File: config.mk
export PLATFORM = sky130hd
export DESIGN_NAME = instr_loader
export DESIGN_NICKNAME = d
export VERILOG_FILES = /design/src/rtl/instr_loader.sv
export SDC_FILE = /design/constraint.sdc
export NUM_CORES = 1
export LEC_CHECK = 0
export CAP_MARGIN = 15
export CORE_ASPECT_RATIO = 1.1
export CORE_MARGIN = 8
export CORE_UTILIZATION = 30
export DETAILED_ROUTE_END_ITERATION = 8
export PLACE_DENSITY = 0.49
export SETUP_SLACK_MARGIN = 0.2
export SYNTH_ARGS = -nofsm -noshare
export SYNTH_HDL_FRONTEND = slang
export SYNTH_SLANG_ARGS = --single-unit
File: constraint.sdc
create_clock -name clk -period 3.7 [get_ports clk]
set_clock_uncertainty 0.2 [all_clocks]
set_input_delay 1.11 -clock clk [delete_from_list [all_inputs] [get_ports clk]]
set_output_delay 1.11 -clock clk [all_outputs]
set_load 0.02 [all_outputs]
File: src/rtl/instr_loader.sv
// Program loader: packs a big-endian UART byte stream into 32-bit words, writes them
// to instruction memory, holds the core until loading completes, then sends one ack byte.
module instr_loader #(
    parameter int unsigned DEPTH    = 32768,
    parameter logic [7:0]  ACK_BYTE = 8'hAA
) (
    input  logic        clk,
    input  logic        rst,
    input  logic        rx_valid,
    input  logic [7:0]  rx_data,
    input  logic        reload,
    output logic        mem_we,
    output logic [31:0] mem_addr,
    output logic [31:0] mem_wdata,
    output logic        tx_valid,
    output logic [7:0]  tx_data,
    input  logic        tx_ready,
    output logic        core_hold,
    output logic        done,
    output logic        overflow
);

    typedef enum logic [1:0] {S_LEN, S_DATA, S_ACK, S_DONE} state_t;

    state_t      state;
    logic [1:0]  byte_cnt;
    logic [23:0] sr;
    logic [31:0] n_words;
    logic [31:0] word_idx;

    logic [31:0] word;
    logic        accepting;
    logic        last_byte;

    // Bytes only matter while loading; in S_ACK/S_DONE they are dropped on the floor.
    assign word      = {sr, rx_data};
    assign accepting = rx_valid && (state == S_LEN || state == S_DATA);
    assign last_byte = accepting && (byte_cnt == 2'd3);

    always_ff @(posedge clk) begin
        if (rst) begin
            state     <= S_LEN;
            byte_cnt  <= 2'd0;
            sr        <= '0;
            n_words   <= '0;
            word_idx  <= '0;
            mem_we    <= 1'b0;
            mem_addr  <= '0;
            mem_wdata <= '0;
            tx_valid  <= 1'b0;
            tx_data   <= ACK_BYTE;
            core_hold <= 1'b1;
            done      <= 1'b0;
            overflow  <= 1'b0;
        end else begin
            mem_we <= 1'b0;
            if (accepting) begin
                sr       <= word[23:0];
                byte_cnt <= byte_cnt + 2'd1;
            end
            case (state)
                S_LEN: begin
                    if (last_byte) begin
                        n_words  <= word;
                        overflow <= (word > DEPTH);
                        word_idx <= '0;
                        if (word == '0) begin
                            state    <= S_ACK;
                            tx_valid <= 1'b1;
                        end else begin
                            state <= S_DATA;
                        end
                    end
                end
                S_DATA: begin
                    if (last_byte) begin
                        // Words past DEPTH still advance the index so framing holds.
                        mem_we    <= (word_idx < DEPTH);
                        mem_wdata <= word;
                        mem_addr  <= {word_idx[29:0], 2'b00};
                        word_idx  <= word_idx + 32'd1;
                        if (word_idx == n_words - 32'd1) begin
                            state    <= S_ACK;
                            tx_valid <= 1'b1;
                        end
                    end
                end
                S_ACK: begin
                    if (tx_valid && tx_ready) begin
                        state     <= S_DONE;
                        tx_valid  <= 1'b0;
                        core_hold <= 1'b0;
                        done      <= 1'b1;
                    end
                end
                S_DONE: begin
                    if (reload) begin
                        state     <= S_LEN;
                        core_hold <= 1'b1;
                        done      <= 1'b0;
                        byte_cnt  <= 2'd0;
                        word_idx  <= '0;
                        overflow  <= 1'b0;
                    end
                end
                default: state <= S_LEN;
            endcase
        end
    end

endmodule
; ---- Word-level counts from Yosys, hierarchy flattened
; Cells that the tools add are included.
[totals]
reg_bits = 159
in_bits = 13
wordCells = 75
[op_classes]
n_addsub = 3
magnitude_cmp = 2
eq_ne = 11
n_mux = 27
n_bitwise = 2
n_reduce_logical = 18
[op_table]
columns = cell, n
row1 = $mux 32, 3
row2 = $pmux 32 s3, 1
row3 = $add 32x1->32 const B, 1
row4 = $eq 32x32->1, 1
row5 = $gt 32x16->1 const B, 1
row6 = $logic_not 32->1, 1
row7 = $lt 32x16->1 const B, 1
row8 = $sub 32x1->32 const B, 1
row9 = $mux 2, 9
row10 = $mux 1, 9
row11 = $ne 2x2->1 const B, 4
row12 = $pmux 2 s4, 1
row13 = $eq 2x2->1 const B, 3
row14 = $pmux 1 s2, 3
row15 = $reduce_and 3->1, 2
row16 = $reduce_and 6->1, 1
row17 = $reduce_bool 3->1, 2
row18 = $reduce_and 5->1, 1
row19 = $ne 2x1->1 const B, 2
row20 = $reduce_and 2->1, 2
row21 = $reduce_and 4->1, 1
row22 = $reduce_bool 2->1, 2
row23 = $logic_and 1x1->1, 3
row24 = $pmux 1 s3, 1
row25 = 6 further kinds, 7

; ---- Depth between registers and ports, before layout
[logic_depth]
ltp_word = 6
ltp_mapped = 11
ltp_nobuf = 10

; ---- Least setup slack after synthesis
; No wires, ideal clock.
[synth_path]
kind = input-to-reg
from = in rx_valid
to = reg word_idx[29]
setup_ns = 0.071
arrival_ns = 3.213
t_required_ns = 3.429
path_slack_ns = 0.216
stages = 8
path_cell_list = clkbuf_1 a2bb2oi_1 nor3_2 nand4_1 nor4_1 nand2_1 or3_1 a21oi_1
[synth_via]
elab_chain_cells = 4
[synth_rtl]
columns = item, line_no
row1 = from (decl), 9  ; input logic rx_valid,
row2 = $logic_and 1x1->1 (*), 37  ; assign accepting = rx_valid && (state == S_LEN || state == S_DATA);
row3 = $logic_and 1x1->1 (*), 38  ; assign last_byte = accepting && (byte_cnt == 2'd3);
row4 = $ne 2x2->1 (no source line), --
row5 = $reduce_and 4->1 (no source line) (*), --
row6 = to (signal assigned), 81  ; word_idx <= word_idx + 32'd1;
row7 = to (decl), 29  ; logic [31:0] word_idx;
; Every way passes the cells marked *; elsewhere a longest branch is shown, timed or not.
; A chain may end at the register's enable or synchronous reset.

; ---- Worst setup path after layout
[layout_path]
from = reg n_words[0]
to = reg state[0]
[layout_via]
elab_chain_cells = 4
[layout_rtl]
columns = item, line_no
row1 = from (decl), 28  ; logic [31:0] n_words;
row2 = from (signal assigned), 64  ; n_words <= word;
row3 = $sub 32x1->32, 82  ; if (word_idx == n_words - 32'd1) begin
row4 = $eq 32x32->1, 82
row5 = $ne 2x1->1 (no source line), --
row6 = $reduce_and 5->1 (no source line), --
row7 = to (signal assigned), 83  ; state <= S_ACK;
row8 = to (signal assigned), 90  ; state <= S_DONE;
row9 = to (signal assigned), 98  ; state <= S_LEN;
row10 = to (decl), 25  ; state_t state;
; No other way between the ends.

==> out/metrics.yaml <==
logic_synthesis:
  ys_seq_area_frac: 0.4342
  synth_edf_count: 0
  netlist_area_um2: 7331
  syn_avg_cell_area_um2: 7.668
  ys_dominant_reg_cell: "dfxtp_1"
  yosysWarnings: 0
  yosys.area.top_type_share: 0.4342
  synth-seq-cells: 159
  yosysTopAreaCell: "dfxtp_1"
  syn-instance-count: 956
  async_flop_share: 0
  ys_top_cells_by_area: "dfxtp_1, nand2_1, a21oi_1"
  synth_cell_types: 57
power:
  switching_share: 0.2741
  power_frac_comb: 0.113
  ir_drop_mv: 0.2905
  p_seq_frac: 0.467
  p_sw_mw: 1.057
  power.internal_mw: 2.800
  power_frac_clock: 0.420
  power.density_nw_per_um2: 422.0
  p_leak_nw: 3.212
  power_mw: 3.858
sta:
  hold-worst-slack_ns: 0.2517
  hold_viol_final: 0
  timing.final.setup_violations: 0
  fmax_mhz: 299.7
  period_share: 0.9019
  setup_slack_ns: 0.3630
  maxSlewHeadroom: 0.5555
  rsz0062_at_grt: "no"
  tns_ns: 0
  slew_violations: 0
  tightest_slew_ns: 0.6668
  period_needed_ns: 3.337
routing:
  post_drt_wl_per_cell_um: 15.99
  drt_wl_total_mm: 21.67
  viasPerCell: 4.867
  drt_pass1_iterations: 5
  drt-initial-drc-count: 314
  antenna_left: 0
  drc: 0
  via_count: 6595
global_route:
  grt_max_degree: 62
  grt_pass1_vias: 6384
  grt_pass1_wl_mm: 34.96
  grt_overflow: 0
  antenna_found_initial: 0
  grt_use_total: 0.1467
setup_path:
  cp_slowest_stage_delay_ns: 0.46
  cpMostUsedCell: "or3_1"
  path_max_fanout: 9
  crit_chain: "inv_1 > ha_2 > or4b_1 > buf_4 > or3_1 > or3_1 > a221oi_4 > nand4b_1 > o22ai_2 > mux2_1"
  path_depth: 10
  r2r_slack_ns: 0.36
  startpoint_type: "flop"
  ff2ff_path_depth: 10
  required_ns: 3.81
  critPathBufInv: 2
  rr_startpoint: "n_words[0]"
  arrival_ns: 3.45
  crit_family: "simple AND/OR/NAND/NOR gates"
  path_class: "flop to flop"
  critPathSlowestCell: "or4b_1"
  r2r_end: "state[0]"
  cp-end-kind: "flop"
clock_network:
  ctsHoldBuffers: 0
  htree_levels: 4
  cts_tree: "yes"
  clock_tree.root_cell: "clkbuf_16"
  path_clk_slew_ns: 0.07
  ctsLongestPathBuffers: 2
  clk-insertion-delay-late_ns: 0.43
  cts_buffers: 17
  cts_num_sinks: 159
placed_design:
  place_area_um2: 8542
  globalplace.congestion: 0.8623
  numPortBuffers: 79
  hpwl_mm: 15.51
  dp_cells: 1321
  dp_slack_ns: 0.006660
min_path:
  min_to: "mem_addr[4]"
  hold_depth: 2
  min-delay-start: "mem_addr[4]"
  min-delay-path-class: "flop to flop"
flow_run:
  cap_violations: 0
finish:
  final_cell_area_um2: 9141
  n_fill_cell: 2600
  nets: 1052
  diodes: 0
  final_cells: 1355
  area_growth_pct: 24.70
  post-route-util: 0.3770
  drive_gt1_frac: 0.08708
floorplanning:
  die_y_um: 180.0
  start_util: 0.3023
  dieArea_um2: 29700
  die_width_um: 165.0
  floorplan.io_pins: 90
  num_rows: 60
  core_um2: 24250
outcome:
  status: "finished, final reports clean"
## cells in the mapped netlist (all sizes together) (4+ instances only)
library cell    n
dfxtp         159
mux2i           4
nand2b          5
nor2           47
and3            4
a31oi           4
ha              7
clkbuf         58
inv            15
nor4           26
a21oi         138
xnor2          31
or2             4
nor2b           4
nand2         268
nor3           21
or4             9
o21ai          11
nand4b          4
nand4          17
buf            15
o211ai          4
xor2           35
nand3          16
or3            15
## metal layers
layer	wire, um	up-vias	global-route usage
li1	-	3375	-
met1	10390	3088	0.1946
met2	10150	111	0.2340
met3	793	21	0.02742
met4	335	0	0.04798
met5	0	-	0
## worst reg2reg max path, delay by kind of cell, from the launching register on
kind	cells	cell delay, ns
adders and majority gates	1	0.21
buffers and inverters	2	0.25
DFF	1	0.31
AOI/OAI and AO/OA	2	0.51
muxes	1	0.33
and+or+nand+nor	4	1.40
## sequential cells by signal (all words and copies together) (netlist names), 2 cells and up
register   cells
byte_cnt       2
mem_addr      30
mem_wdata     32
n_words       32
sr            24
state          2
word_idx      32
## power by group through the flow
stage	logic (mW)	registers (mW)	clock network, mW
after floorplan	0.287	1.82	0
after CTS	0.424	1.80	1.66
after detailed placement	0.421	1.84	0
after global placement	0.423	1.84	0
after global routing	0.480	1.81	1.74
final	0.437	1.80	1.62
## logic make-up after synthesis
family,share of synthesized area
xor+xnor,0.07885
buf+inv,0.05154
mux,0.008534
other cells,0.001024
fa+ha+maj,0.01195
flops,0.4342
compound gates,0.1364
simple gates,0.2775
## cell usage in the layout, fill, tap and decap left out, types with 3 or more instances in the layout
cell,instances
nand2_1,268
dfxtp_1,159
a21oi_1,138
clkdlybuf4s50_1,78
nor2_1,47
buf_4,43
xor2_1,35
xnor2_1,31
nor4_1,22
nor3_1,20
nand4_1,17
clkbuf_16,17
inv_1,15
or3_1,15
nand3_1,15
o21ai_0,10
conb_1,10
or4_1,8
ha_1,6
nand2b_1,5
clkinvlp_4,5
nor2b_1,4
mux2i_1,4
a31oi_1,4
o211ai_1,4
nand4b_1,4
or2_2,3
and3_1,3
clkinv_2,3
## cell type report
type / count / area, um2 / share of cell area
clock inverters: 12 / 87.58 / 0.009581
multi-input cells: 717 / 3856 / 0.4218
well taps: 310 / 387.9 / 0.04243
flip-flops and latches: 159 / 3183 / 0.3482
clock buffers: 20 / 446.7 / 0.04886
inverters: 15 / 56.30 / 0.006159
repair buffers: 122 / 1124 / 0.1229
## worst max-delay path by stage
stage / start / end / slack (ns)
3_5_place_dp: rx_valid / state[0] / 0.007
4_1_cts: n_words[0] / state[0] / 0.22
5_1_grt: n_words[0] / state[0] / 0.22
3_3_place_gp: rx_valid / word_idx[29] / 0.005
2_1_floorplan: rx_valid / word_idx[29] / 0.22
6_report: n_words[0] / state[0] / 0.36
## repair_timing
action                                  CTS  global route
resized for setup                         1             7
endpoints found under the setup margin    1             3
buffers inserted                          0             2
pin swaps                                 0             1
Note: power is estimated with default switching activity, not from simulation.
